**src/rtl/dmem_arbiter_if.sv**
```systemverilog
// Requester and data-memory signal bundle for dmem_arbiter.
// The arbiter connects through the slave modport; requesters/memory model use master.
interface dmem_arbiter_if #(
  parameter int ADDR_W = 32,
  parameter int DATA_W = 32
);
  logic              req0;
  logic              we0;
  logic [ADDR_W-1:0] addr0;
  logic [DATA_W-1:0] wdata0;
  logic              ack0;
  logic [DATA_W-1:0] rdata0;
  logic              err0;

  logic              req1;
  logic              we1;
  logic [ADDR_W-1:0] addr1;
  logic [DATA_W-1:0] wdata1;
  logic              ack1;
  logic [DATA_W-1:0] rdata1;
  logic              err1;

  logic [ADDR_W-1:0] mem_addr;
  logic [DATA_W-1:0] mem_writeData;
  logic              mem_writeEnable;
  logic [DATA_W-1:0] mem_read;

  logic              busy;
  logic              owner;

  modport slave (
    input  req0, we0, addr0, wdata0,
    input  req1, we1, addr1, wdata1,
    input  mem_read,
    output ack0, rdata0, err0,
    output ack1, rdata1, err1,
    output mem_addr, mem_writeData, mem_writeEnable,
    output busy, owner
  );

  modport master (
    output req0, we0, addr0, wdata0,
    output req1, we1, addr1, wdata1,
    output mem_read,
    input  ack0, rdata0, err0,
    input  ack1, rdata1, err1,
    input  mem_addr, mem_writeData, mem_writeEnable,
    input  busy, owner
  );
endinterface

```
**src/rtl/dmem_arbiter.sv**
```systemverilog
// Two-port round-robin arbiter/sequencer in front of a single-ported data memory.
// One access per IDLE -> ACCESS -> RESP pass; misaligned/out-of-range accesses are rejected.
module dmem_arbiter #(
  parameter int ADDR_W      = 32,
  parameter int DATA_W      = 32,
  parameter int DEPTH_WORDS = 32
) (
  input  logic           clk,
  input  logic           reset,
  dmem_arbiter_if.slave  bus
);
  localparam int IDX_W = ADDR_W - 2;

  typedef enum logic [1:0] {IDLE, ACCESS, RESP} state_e;

  state_e            state_q, state_d;
  logic [ADDR_W-1:0] addr_q, addr_d;
  logic [DATA_W-1:0] wdata_q, wdata_d;
  logic              we_q, we_d;
  logic              owner_q, owner_d;
  logic              last_q, last_d;
  logic [DATA_W-1:0] rdata0_q, rdata0_d, rdata1_q, rdata1_d;
  logic              err0_q, err0_d, err1_q, err1_d;

  logic              bad;
  logic              grant1;
  logic              ack0, ack1;
  logic [ADDR_W-1:0] mem_addr;
  logic [DATA_W-1:0] mem_wdata;
  logic              mem_we;
  logic [DATA_W-1:0] access_rdata;

  // Extra index bit keeps the range check correct even when DEPTH_WORDS == 2**IDX_W.
  assign bad = (addr_q[1:0] != 2'b00) ||
               ({1'b0, addr_q[ADDR_W-1:2]} >= (IDX_W + 1)'(DEPTH_WORDS));
  assign access_rdata = (we_q || bad) ? '0 : bus.mem_read;

  always_comb begin
    state_d   = state_q;
    addr_d    = addr_q;
    wdata_d   = wdata_q;
    we_d      = we_q;
    owner_d   = owner_q;
    last_d    = last_q;
    rdata0_d  = rdata0_q;
    rdata1_d  = rdata1_q;
    err0_d    = err0_q;
    err1_d    = err1_q;
    grant1    = 1'b0;
    ack0      = 1'b0;
    ack1      = 1'b0;
    mem_addr  = '0;
    mem_wdata = '0;
    mem_we    = 1'b0;

    unique case (state_q)
      IDLE: begin
        if (bus.req0 || bus.req1) begin
          // On contention the port that was not served last wins.
          grant1  = bus.req1 && (!bus.req0 || !last_q);
          owner_d = grant1;
          addr_d  = grant1 ? bus.addr1  : bus.addr0;
          wdata_d = grant1 ? bus.wdata1 : bus.wdata0;
          we_d    = grant1 ? bus.we1    : bus.we0;
          state_d = ACCESS;
        end
      end
      ACCESS: begin
        mem_addr  = addr_q;
        mem_wdata = wdata_q;
        mem_we    = we_q && !bad && !reset;
        last_d    = owner_q;
        if (owner_q) begin
          rdata1_d = access_rdata;
          err1_d   = bad;
        end else begin
          rdata0_d = access_rdata;
          err0_d   = bad;
        end
        state_d = RESP;
      end
      RESP: begin
        ack0    = !owner_q;
        ack1    = owner_q;
        state_d = IDLE;
      end
      default: state_d = IDLE;
    endcase
  end

  always_ff @(posedge clk) begin
    if (reset) begin
      state_q  <= IDLE;
      addr_q   <= '0;
      wdata_q  <= '0;
      we_q     <= 1'b0;
      owner_q  <= 1'b0;
      last_q   <= 1'b1;
      rdata0_q <= '0;
      rdata1_q <= '0;
      err0_q   <= 1'b0;
      err1_q   <= 1'b0;
    end else begin
      state_q  <= state_d;
      addr_q   <= addr_d;
      wdata_q  <= wdata_d;
      we_q     <= we_d;
      owner_q  <= owner_d;
      last_q   <= last_d;
      rdata0_q <= rdata0_d;
      rdata1_q <= rdata1_d;
      err0_q   <= err0_d;
      err1_q   <= err1_d;
    end
  end

  assign bus.ack0            = ack0;
  assign bus.ack1            = ack1;
  assign bus.rdata0          = rdata0_q;
  assign bus.rdata1          = rdata1_q;
  assign bus.err0            = err0_q;
  assign bus.err1            = err1_q;
  assign bus.mem_addr        = mem_addr;
  assign bus.mem_writeData   = mem_wdata;
  assign bus.mem_writeEnable = mem_we;
  assign bus.busy            = (state_q != IDLE);
  assign bus.owner           = owner_q;
endmodule

```
**src/flat_wrapper.sv**
```systemverilog
// flat-port wrapper written by rule: the top's interface ports become plain ports
module dmem_arbiter_flat 
#(
  parameter int ADDR_W      = 32,
  parameter int DATA_W      = 32,
  parameter int DEPTH_WORDS = 32
)
  (clk, reset, bus_req0, bus_we0, bus_addr0, bus_wdata0, bus_req1, bus_we1, bus_addr1, bus_wdata1, bus_mem_read, bus_ack0, bus_rdata0, bus_err0, bus_ack1, bus_rdata1, bus_err1, bus_mem_addr, bus_mem_writeData, bus_mem_writeEnable, bus_busy, bus_owner);
  dmem_arbiter_if #(.ADDR_W(ADDR_W), .DATA_W(DATA_W)) bus_i ();
  input  logic clk;
  input  logic reset;
  input wire logic [$bits(bus_i.req0)-1:0] bus_req0;
  input wire logic [$bits(bus_i.we0)-1:0] bus_we0;
  input wire logic [$bits(bus_i.addr0)-1:0] bus_addr0;
  input wire logic [$bits(bus_i.wdata0)-1:0] bus_wdata0;
  input wire logic [$bits(bus_i.req1)-1:0] bus_req1;
  input wire logic [$bits(bus_i.we1)-1:0] bus_we1;
  input wire logic [$bits(bus_i.addr1)-1:0] bus_addr1;
  input wire logic [$bits(bus_i.wdata1)-1:0] bus_wdata1;
  input wire logic [$bits(bus_i.mem_read)-1:0] bus_mem_read;
  output wire logic [$bits(bus_i.ack0)-1:0] bus_ack0;
  output wire logic [$bits(bus_i.rdata0)-1:0] bus_rdata0;
  output wire logic [$bits(bus_i.err0)-1:0] bus_err0;
  output wire logic [$bits(bus_i.ack1)-1:0] bus_ack1;
  output wire logic [$bits(bus_i.rdata1)-1:0] bus_rdata1;
  output wire logic [$bits(bus_i.err1)-1:0] bus_err1;
  output wire logic [$bits(bus_i.mem_addr)-1:0] bus_mem_addr;
  output wire logic [$bits(bus_i.mem_writeData)-1:0] bus_mem_writeData;
  output wire logic [$bits(bus_i.mem_writeEnable)-1:0] bus_mem_writeEnable;
  output wire logic [$bits(bus_i.busy)-1:0] bus_busy;
  output wire logic [$bits(bus_i.owner)-1:0] bus_owner;
  assign bus_i.req0 = bus_req0;
  assign bus_i.we0 = bus_we0;
  assign bus_i.addr0 = bus_addr0;
  assign bus_i.wdata0 = bus_wdata0;
  assign bus_i.req1 = bus_req1;
  assign bus_i.we1 = bus_we1;
  assign bus_i.addr1 = bus_addr1;
  assign bus_i.wdata1 = bus_wdata1;
  assign bus_i.mem_read = bus_mem_read;
  assign bus_ack0 = bus_i.ack0;
  assign bus_rdata0 = bus_i.rdata0;
  assign bus_err0 = bus_i.err0;
  assign bus_ack1 = bus_i.ack1;
  assign bus_rdata1 = bus_i.rdata1;
  assign bus_err1 = bus_i.err1;
  assign bus_mem_addr = bus_i.mem_addr;
  assign bus_mem_writeData = bus_i.mem_writeData;
  assign bus_mem_writeEnable = bus_i.mem_writeEnable;
  assign bus_busy = bus_i.busy;
  assign bus_owner = bus_i.owner;
  dmem_arbiter #(.ADDR_W(ADDR_W), .DATA_W(DATA_W), .DEPTH_WORDS(DEPTH_WORDS)) u_core (.clk(clk), .reset(reset), .bus(bus_i));
endmodule
```
**config.mk**
```make
export PLATFORM = sky130hd
export DESIGN_NAME = dmem_arbiter_flat
export DESIGN_NICKNAME = d
export VERILOG_FILES = /design/src/rtl/dmem_arbiter_if.sv /design/src/rtl/dmem_arbiter.sv /design/src/flat_wrapper.sv
export SDC_FILE = /design/constraint.sdc
export NUM_CORES = 1
export LEC_CHECK = 0
export CELL_PAD_IN_SITES_DETAIL_PLACEMENT = 0
export CELL_PAD_IN_SITES_GLOBAL_PLACEMENT = 1
export CORE_MARGIN = 4
export CORE_UTILIZATION = 32
export CTS_CLUSTER_SIZE = 40
export DETAILED_ROUTE_END_ITERATION = 8
export HOLD_SLACK_MARGIN = 0.06
export PLACE_DENSITY = 0.87
export SYNTH_ARGS = -nofsm -noshare
export SYNTH_HDL_FRONTEND = slang
export SYNTH_SLANG_ARGS = --single-unit
```
**constraint.sdc**
```tcl
create_clock -name clk -period 5.08 [get_ports clk]
set_clock_uncertainty 0.05 [all_clocks]
set_input_delay 1.016 -clock clk [delete_from_list [all_inputs] [get_ports clk]]
set_output_delay 1.016 -clock clk [all_outputs]
set_load 0.005 [all_outputs]
```
### Word-level counts from Yosys, hierarchy flattened

Index checks and enable logic that the tools add are counted.

| word-level totals | value |
|---|---|
| register bits | 135 |
| word-level logic and storage cells | 44 |

| operators by class | value |
|---|---|
| order comparisons | 1 |
| equality and inequality tests | 3 |
| mux-type cells | 11 |
| bitwise logic cells | 1 |
| reductions and logical operators | 18 |

Operators by type and width:

| operator | number |
|---|---|
| 2-to-1 mux 32 bit | 5 |
| >= comparator 30 x 6 -> 1 bit (second input constant) | 1 |
| AND reduction 2 bit | 3 |
| zero test 1 bit | 5 |
| logical OR 1 bit | 4 |
| 2-to-1 mux 1 bit | 4 |
| case mux 2 bit (2 select lines) | 1 |
| nonzero test 2 bit | 2 |
| logical AND 1 bit | 3 |
| == test 2 x 1 -> 1 bit (second input constant) | 1 |
| == test 2 bit (second input constant) | 1 |
| zero test 2 bit | 1 |
| 2-to-1 mux 2 bit | 1 |
| inequality test 2 x 1 -> 1 bit (second input constant) | 1 |
| NOT 1 bit | 1 |

### Depth between registers and ports, before layout

| depth | value |
|---|---|
| depth in word-level cells | 6 |
| mapped depth | 6 |
| depth with buffers taken out | 4 |

### Worst setup path after synthesis

OpenSTA, ideal clock, no wires.

| timing path | value |
|---|---|
| kind | input-to-output |
| start | in reset |
| end | out bus_mem_writeEnable |
| data arrival time | 1.466 ns |
| required time | 4.014 ns |
| path slack | 2.548 ns |
| stages on the path | 4 |
| path buffers | 1 |
| path through | buf_6 nor3b_2 nand2_1 nor2_1 |

| between the ends | value |
|---|---|
| longest elaborated chain between the ends | 3 |

Ends and longest elaborated chain:

| what | line | source |
|---|---|---|
| from (decl) | flat_wrapper.sv:11 | `input logic reset;` |
| zero test 1 bit | dmem_arbiter.sv:71 | `mem_we = we_q && !bad && !reset;` |
| logical AND 1 bit | dmem_arbiter.sv:71 |  |
| 2-to-1 mux 1 bit | dmem_arbiter.sv:56 | `unique case (state_q)` |
| to (decl) | flat_wrapper.sv:29 | `output wire logic [$bits(bus_i.mem_writeEnable)-1:0] bus_mem_writeEnable;` |

Every way passes these cells.

### Worst setup path after layout

| timing path | value |
|---|---|
| start | reg u_core.addr_q[0] |
| end | out bus_mem_writeEnable |

| between the ends | value |
|---|---|
| longest elaborated chain between the ends | 6 |

Ends and longest elaborated chain:

| what | line | source |
|---|---|---|
| from (decl) | dmem_arbiter.sv:17 | `logic [ADDR_W-1:0] addr_q, addr_d;` |
| from (signal assigned) | dmem_arbiter.sv:105 | `addr_q <= addr_d;` |
| nonzero test 2 bit | dmem_arbiter.sv:34 | `assign bad = (addr_q[1:0] != 2'b00) \|\|` |
| logical OR 1 bit | dmem_arbiter.sv:34 |  |
| zero test 1 bit | dmem_arbiter.sv:71 |  |
| logical AND 1 bit (2 in series) | dmem_arbiter.sv:71 |  |
| 2-to-1 mux 1 bit | dmem_arbiter.sv:56 |  |

Every way passes these cells.

==> results.md <==
* Synth cell types at 38
* Drt wl/cell at 16.3 µm
* GRT Total Usage at 17.1%
* Total power at 2.94 mW
* Asr flop ratio synth at 0%
* Final hold violation count at 0
* Number of global-route vias before repair at 5471
* Setup Buffers After CTS at 0
* DRC Markers at 0
* Final critical-path required period at 4030 ps
* Max-cap violations at 0
* Initial antenna violation count at 0
* Post-synth top flop: dfxtp_1
* Commonest non-fill, non-tap cell in the layout: clkdlybuf4s50_1
* Slew headroom at 29.4%
* Vias at 5544
* Area leader, netlist: dfxtp_1
* Layout cells sized above 1 at 8.23%
* Status: finished, final reports clean
* Gpl congestion at 0.741
* Initial Util at 32.5%
* Crit. Startpoint: u_core.addr_q[0]$_SDFFE_PP0P_
* Max Root-Sink Buffers at 2
* RSZ-0062 raised after global routing: no
* Commonest cells after routing, fill and taps aside: 299 x clkdlybuf4s50_1, 135 x dfxtp_1, 68 x nor2_1
* Gr ovfl total at 0
* Worst Path Required at 4010 ps
* Die W at 148 µm
* Tcrit/Tclk final at 79.3%
* Largest net degree at the start of global routing at 114
* Mapped Avg Cell Area at 9.69 µm²
* Seq/Total Area, Yosys at 42.9%
* Fin nets at 1077
* Routed Antenna Nets at 0
* Critical Path AT at 2960 ps
* CTS sink count at 135
* Fill count at 1849
* Static Leak at 3.71 nW
* IO Pins at 301
* Half-perimeter wire length after placement at 14100 µm
* Synth Register Bits at 135
* Die height at 148 µm
* Global-route wire length before repair at 30000 µm
* Root buffer cell: clkbuf_16
* Worst setup endpoint: bus_mem_writeEnable
* DRT iter0 DRCs at 173
* Tightest Pin Transition at 1060 ps
* Crit-path max FO at 35
* Vias per cell at 4.66
* R2R Path End: u_core.bus.rdata0[29]$_SDFFE_PP0P_
* Syn Inst Count at 650
* Worst min path class: reg2reg
* DR pass1 iterations at 4
* Synth top area share at 42.9%
* R2R cell count at 5
* CTS Hold Bufs at 0
* Area growth, synth to finish at 58.0%
* Peak Freq at 248 MHz
* Clk_lat worst skew at 410 ps
* CTS buffer count at 17
* Number of port buffers at 300
* CTS tree: yes
* Fin. max-slew vios at 0
* CP max stage delay at 910 ps
* RR Startpoint: u_core.state_q[0]$_SDFFE_PP0P_
* Startpoint Class: flop
* Die area at 22000 µm²
* Core area at 19400 µm²
* Worst path slowest cell: or3_2
* Reg-to-reg setup timing slack at 2560 ps
* Crit path capture type: primary output
* Mapped Area at 6300 µm²
* Crit-path cells: nor4_1, nand4_1, or3_2, nor2_1, clkdlybuf4s50_1
* Synth area leaders: dfxtp_1 43%, mux2i_1 10%, a211oi_1 7.8%
* Power density cells at 295 nW/µm²
* Setup Total Neg Slack at 0 ps
* Mapped Nets at 816
* Peak supply drop at 0.197 mV
* Final Setup Violations at 0
* Num rows at 51
* Final WL at 19400 µm
* Worst Path Class, Setup: reg2out
* Post-CTS sizing at 0
* # diodes at 0
* CTS clk-pin slew, worst paths at 60 ps
* Synth Warn # at 0
* H-tree levels at 4
* Post-synth EDFFs at 0
-- synthesized netlist by cell type (all sizes together), types with 3 or more instances --
master and n:
buf 28, dfxtp 135, nor2 69, mux2i 66
o21ai 33, o41ai 32, and2 65, nand2 34
nand2b 33, a211oi 65, clkbuf 30, nor4 6
nand3b 32, dlygate4sd1 3
-- cell families after synthesis --
group	after synthesis	share of synthesized area [%]
flops	135	42.9
buf+inv	65	6.32
compound gates	135	18.6
simple gates	249	21.7
mux	66	10.5
-- registers in the layout, summed over array words and instances (netlist names), 2 cells and up --
register and flops:
u_core.addr_q 32, u_core.bus.rdata0 32, u_core.bus.rdata1 32, u_core.state_q 2, u_core.wdata_q 32
-- worst max-delay path: cells and delay by family, from the launching register on --
kind                   cells  cell delay (ps)
AND/OR/NAND/NOR            4             1680
buffers and inverters      1              520
flip-flops                 1              320
-- report_power, final --
group          internal (mW)  total (mW)  switching [mW]
sequential              1.12        1.17          0.0434
clock                  0.797        1.27           0.473
combinational          0.274       0.503           0.229
-- layout make-up --
class	instances	area, µm²	area share (%)
flip-flops and latches	135	2700	27.2
well taps	265	332	3.33
multi-input cells	450	3240	32.5
inverters	2	7.51	0.0755
clock buffers	20	457	4.59
repair buffers	305	3060	30.8
clock inverters	12	150	1.51
-- metrics by stage --
stage,instances,setup WS [ps],cell area (µm²),hold WS (ps),utilization (%)
6_report,1189,1050,9950,395,51.3
5_1_grt,1189,874,9950,421,51.3
4_1_cts,1189,975,9950,400,51.3
3_5_place_dp,1157,1420,9340,391,48.2
3_3_place_gp,1157,1440,9340,384,48.2
2_1_floorplan,650,2550,6300,395,-
-- metal layers --
metal,vias to the layer above,track usage [%],wire length [µm]
met5,-,0,0
li1,2830,-,-
met2,195,29.2,9270
met4,0,3.74,188
met1,2507,20.4,8130
met3,12,7.01,1840
-- worst min path at each step --
| stage | depth (start not counted) | startpoint | to | slack (ps) |
|---|---|---|---|---|
| 2_1_floorplan | 2 | u_core.last_q$_SDFFE_PP1N_ | u_core.last_q$_SDFFE_PP1N_ | 400 |
| 3_3_place_gp | 2 | u_core.bus.rdata1[8]$_SDFFE_PP0P_ | u_core.bus.rdata1[8]$_SDFFE_PP0P_ | 380 |
| 3_5_place_dp | 2 | u_core.bus.rdata1[16]$_SDFFE_PP0P_ | u_core.bus.rdata1[16]$_SDFFE_PP0P_ | 390 |
| 4_1_cts | 2 | u_core.bus.rdata1[16]$_SDFFE_PP0P_ | u_core.bus.rdata1[16]$_SDFFE_PP0P_ | 400 |
| 5_1_grt | 2 | u_core.bus.rdata1[22]$_SDFFE_PP0P_ | u_core.bus.rdata1[22]$_SDFFE_PP0P_ | 420 |
| 6_report | 2 | u_core.bus.rdata1[16]$_SDFFE_PP0P_ | u_core.bus.rdata1[16]$_SDFFE_PP0P_ | 400 |
(Power assumes the default switching activity.)
==> patch 1: new RTL, config.mk and constraints unchanged <==
Re-encode `state_e` (3 states) as one-hot, 3 bits wide.
--- a/src/rtl/dmem_arbiter.sv
+++ b/src/rtl/dmem_arbiter.sv
@@ -11,7 +11,7 @@
 );
   localparam int IDX_W = ADDR_W - 2;
 
-  typedef enum logic [1:0] {IDLE, ACCESS, RESP} state_e;
+  typedef enum logic [2:0] {IDLE = 3'b001, ACCESS = 3'b010, RESP = 3'b100} state_e;
 
   state_e            state_q, state_d;
   logic [ADDR_W-1:0] addr_q, addr_d;
Function: same outputs for any inputs over 10 cycles, from zero or initial values and one cycle with reset high; not proved beyond that.
==> patch 1 against the original RTL <==
  * Routed wire length rose by 2.2%
  * Area after synthesis fell by 1.2%
  * Setup slack got worse by 0.080 ns
  * Sequential cell count rose by 1
  * Total power rose by 1.8%
  * Cell area rose by 0.38%
  * Critical endpoint unchanged
==> patch 1: results <==
[status]
status = "finished clean"

[global_routing]
grt_start_max_net_pins = 94
grt_pass1_vias = 5583
groute.usage.overall_pct = 18.1
grt_pass1_wl_um = 31200

[logic_synthesis]
yosys_warnings = 0
yosys.area_share.adder_pct = 0
synth_compound_area_share_pct = 18.9
ys_top_cells_by_area = "dfxtp_1, mux2i_1, a211oi_1, o41ai_2, and2_1"
muxShareOfSynthArea_pct = 10.6
async_flop_share_pct = 0
synth_cell_types = 30
synthTopCellsByCount = "dfxtp_1, nor2_1, mux2i_1, a211oi_1, and2_1"
syn-num-nets = 823
syn_avg_cell_area_um2 = 9.47
seq_area_frac_synth_pct = 43.8

[power]
ir_drop_mv = 0.208
p_leak_nw = 3.69
swShare_pct = 25.8

[worst_hold_path]
min_from = "u_core.bus.rdata1[12]"
worst_hold_path_type = "reg2reg"
min_to = "u_core.bus.rdata1[12]"

[worst_setup_path]
r2r_start = "u_core.addr_q[1]"
r2r_cells = 4
rrSetupSlack_ns = 2.55
worstReg2RegEnd = "u_core.bus.rdata0[0]"
cp.arrival_ns = 3.04

[placed_design]
place_hpwl_um = 14500
post_dp_cell_area_um2 = 9360
place.gp.congestion = 0.784
post-place-ws_ns = 1.29

[flow_run]
max_cap_viol_count = 0

[cts]
post_cts_buffers = 0
clock_tree.root_cell = "clkbuf_16"
insertion_delay_ns = 0.41
cts_htree_levels = 4

[finish]
finish.net_count = 1087
fin_cells = 1194
drive_gt1_share_pct = 7.92

[routing]
wl_um = 19900
vias = 5591
drt_pass1_iterations = 4
drt_iter0_markers = 169

[timing]
whs_ns = 0.402
max-slew-margin-rel_pct = 32.9
patch 1: cell types whose count changed in the layout (fill, tap and decap cells not counted), sizes merged, moves of 2 or more:
cell	change
clkinv	-2
nand2	+4
buf	+4
inv	+2
nor2	+2
nor4b	+2
patch 1: routing by layer:
layer  global-route usage, %  vias up  wire, µm
li1                        -     2874         -
met1                    21.9     2487      8330
met2                    30.5      219      9560
met3                    7.36       11      1850
met4                    3.82        0       127
met5                       0        -         0
patch 1: critical path: cells and delay by family (launching register included):
| family | cells | cell delay [ns] |
|---|---|---|
| flip-flops | 1 | 0.32 |
| buffers and inverters | 1 | 0.53 |
| AND/OR/NAND/NOR | 4 | 1.78 |
patch 1: cell type report:
cell class	count	area (µm²)
fill	1776	8910
multi-input combinational	456	3240
timing repair buffer	309	3070
sequential	136	2720
clock buffer	20	457
tap	260	325
clock inverter	12	165
inverter	1	3.75
patch 1: power groups by stage:
stage,sequential (W),combinational [W],clock [W]
2_1_floorplan,0.00121,0.000290,0
3_3_place_gp,0.00122,0.000503,0
3_5_place_dp,0.00123,0.000504,0
4_1_cts,0.00121,0.000506,0.00133
6_report,0.00120,0.000495,0.00129
5_1_grt,0.00122,0.000552,0.00139
patch 1: how the worst max path moves through the flow:
stage,slack (ns),to,from,depth (start not counted)
final,0.97,bus_mem_writeEnable,u_core.addr_q[1],5
after global routing,0.77,bus_mem_writeEnable,u_core.addr_q[10],5
after CTS,0.84,bus_mem_writeEnable,u_core.addr_q[1],5
after detailed placement,1.29,bus_mem_writeEnable,u_core.addr_q[1],5
after global placement,1.27,bus_mem_writeEnable,u_core.addr_q[1],5
after floorplan,2.48,bus_mem_writeEnable,reset,4
==> patch 2: new RTL, config.mk and constraints unchanged <==
Without the edit above. `DATA_W` is set to 32 in 3 places; all go to 48.
--- a/src/rtl/dmem_arbiter_if.sv
+++ b/src/rtl/dmem_arbiter_if.sv
@@ -2,7 +2,7 @@
 // The arbiter connects through the slave modport; requesters/memory model use master.
 interface dmem_arbiter_if #(
   parameter int ADDR_W = 32,
-  parameter int DATA_W = 32
+  parameter int DATA_W = 48
 );
   logic              req0;
   logic              we0;
--- a/src/rtl/dmem_arbiter.sv
+++ b/src/rtl/dmem_arbiter.sv
@@ -2,7 +2,7 @@
 // One access per IDLE -> ACCESS -> RESP pass; misaligned/out-of-range accesses are rejected.
 module dmem_arbiter #(
   parameter int ADDR_W      = 32,
-  parameter int DATA_W      = 32,
+  parameter int DATA_W      = 48,
   parameter int DEPTH_WORDS = 32
 ) (
   input  logic           clk,
--- a/src/flat_wrapper.sv
+++ b/src/flat_wrapper.sv
@@ -2,7 +2,7 @@
 module dmem_arbiter_flat 
 #(
   parameter int ADDR_W      = 32,
-  parameter int DATA_W      = 32,
+  parameter int DATA_W      = 48,
   parameter int DEPTH_WORDS = 32
 )
   (clk, reset, bus_req0, bus_we0, bus_addr0, bus_wdata0, bus_req1, bus_we1, bus_addr1, bus_wdata1, bus_mem_read, bus_ack0, bus_rdata0, bus_err0, bus_ack1, bus_rdata1, bus_err1, bus_mem_addr, bus_mem_writeData, bus_mem_writeEnable, bus_busy, bus_owner);
Interface: changed (6 resized); port bits go from 301 to 397. No check against the original RTL was run, so the function may have changed too.
==> patch 2 against the original RTL <==
  * Total power is 20% higher
  * First-iteration DRC count up 140%
  * Final cell count increased by 31%
  * Routed wire length up 46%
  * Setup slack better by 0.12 ns
  * Sequential cell count increased by 48
  * Area after synthesis grew 37%
  * Cell area rose by 32%
  * Critical path depth grew 1
  * Largest cell class unchanged
==> patch 2: results <==
[status]
status = "finished clean"

[worst_setup_path]
cp_max_fo = 51
cp.arrival_ns = 2.84
rrSetupSlack_ns = 2.29
cpPeakStageDelay_ns = 0.53
cp_top_family = "simple AND/OR/NAND/NOR gates"
critPathSlowestCell = "clkdlybuf4s50_1"

[cts]
post_cts_buffers = 0
path_clk_slew_ns = 0.07
cts_resized = 0
clock_tree.root_cell = "clkbuf_16"
cts_htree_levels = 4

[routing]
met3_length_um = 2910
drt_iter0_markers = 413
wl_met2_um = 13700
vias = 7427
wirelength_met1_um = 11400

[placed_design]
post_dp_cell_area_um2 = 12600
place.gp.congestion = 0.786
place_hpwl_um = 20800
numPortBuffers = 396
placed_cells = 1522

[finish]
clock_area_share_pct = 4.30
nClkBuffers = 18
buffers = 408
fin_cells = 1554
multi_input_area_share_pct = 33.8
n_fill_cell = 2436
num-multi-input-gates = 594
regArea_um2 = 3660
drive_gt1_share_pct = 11.9
finish.net_count = 1420
buffer_area_share_pct = 30.8
seq_share_pct = 27.8
antennaDiodeCount = 0

[timing]
whs_ns = 0.397
min_period_ns = 3.91
max-slew-margin-rel_pct = 35.4

[logic_synthesis]
yosys_warnings = 0
ys_ff_latch = 183
syn-num-nets = 1081
syn_inst = 867
seq_area_frac_synth_pct = 42.3
synthTopCellsByCount = "dfxtp_1, nor2_1, mux2i_1, a211oi_1, and2_1"
synth_cell_types = 36

[power]
ir_drop_mv = 0.214
p_leak_nw = 4.95
p_switching_w = 0.00101

[global_routing]
groute.usage.overall_pct = 18.1
grt_pass1_wl_um = 42100
grt_start_max_net_pins = 100

[die]
rows = 59
==> patch 2: cell types whose count changed after synthesis, moves of 10 or more <==
| cell | delta |
|---|---|
| dfxtp_1 | +48 |
| or2b_2 | +33 |
| o41ai_2 | +20 |
| buf_2 | +18 |
| nand2b_1 | -17 |
| a211oi_1 | +16 |
| and2_1 | +16 |
| mux2i_1 | +16 |
| nand2_1 | +16 |
| nand3b_1 | +16 |
| nor2_1 | +16 |
| o21ai_2 | +10 |
==> patch 2: routing by layer <==
layer  vias to the layer above  track usage (%)
met5                         -                0
met3                        21             7.20
met4                         0             4.27
met2                       272             30.8
met1                      3380             21.4
li1                       3754                -
==> patch 2: worst register-to-register path, stage by stage, from the launching register on <==
cell	delay (ns)
dfxtp_1	0.38
nor2b_4	0.67
buf_4	0.40
nand2b_4	0.34
buf_4	0.48
nand3b_1	0.26
o41ai_2	0.08
==> patch 2: worst paths after layout <==
check	from	to	cells past startpoint
worst max-delay path	u_core.addr_q[8]	bus_mem_writeEnable	6
worst min-delay path	u_core.bus.rdata1[46]	u_core.bus.rdata1[46]	2
worst max register to register	u_core.state_q[0]	u_core.bus.rdata0[39]	6
worst min register to register	u_core.bus.rdata1[46]	u_core.bus.rdata1[46]	2
==> patch 2: power groups by stage <==
| stage | sequential (W) | clock (W) | combinational [W] |
|---|---|---|---|
| global placement | 0.00158 | 0 | 0.000673 |
| detailed placement | 0.00159 | 0 | 0.000674 |
| global route | 0.00157 | 0.00138 | 0.000731 |
| CTS | 0.00156 | 0.00133 | 0.000678 |
| floorplan | 0.00158 | 0 | 0.000379 |
| finish | 0.00156 | 0.00130 | 0.000668 |
==> patch 2: kinds of logic after synthesis <==
family	share of synthesized area [%]
flops	42.3
compound gates	19.6
mux	9.48
buf+inv	6.84
simple gates	21.7
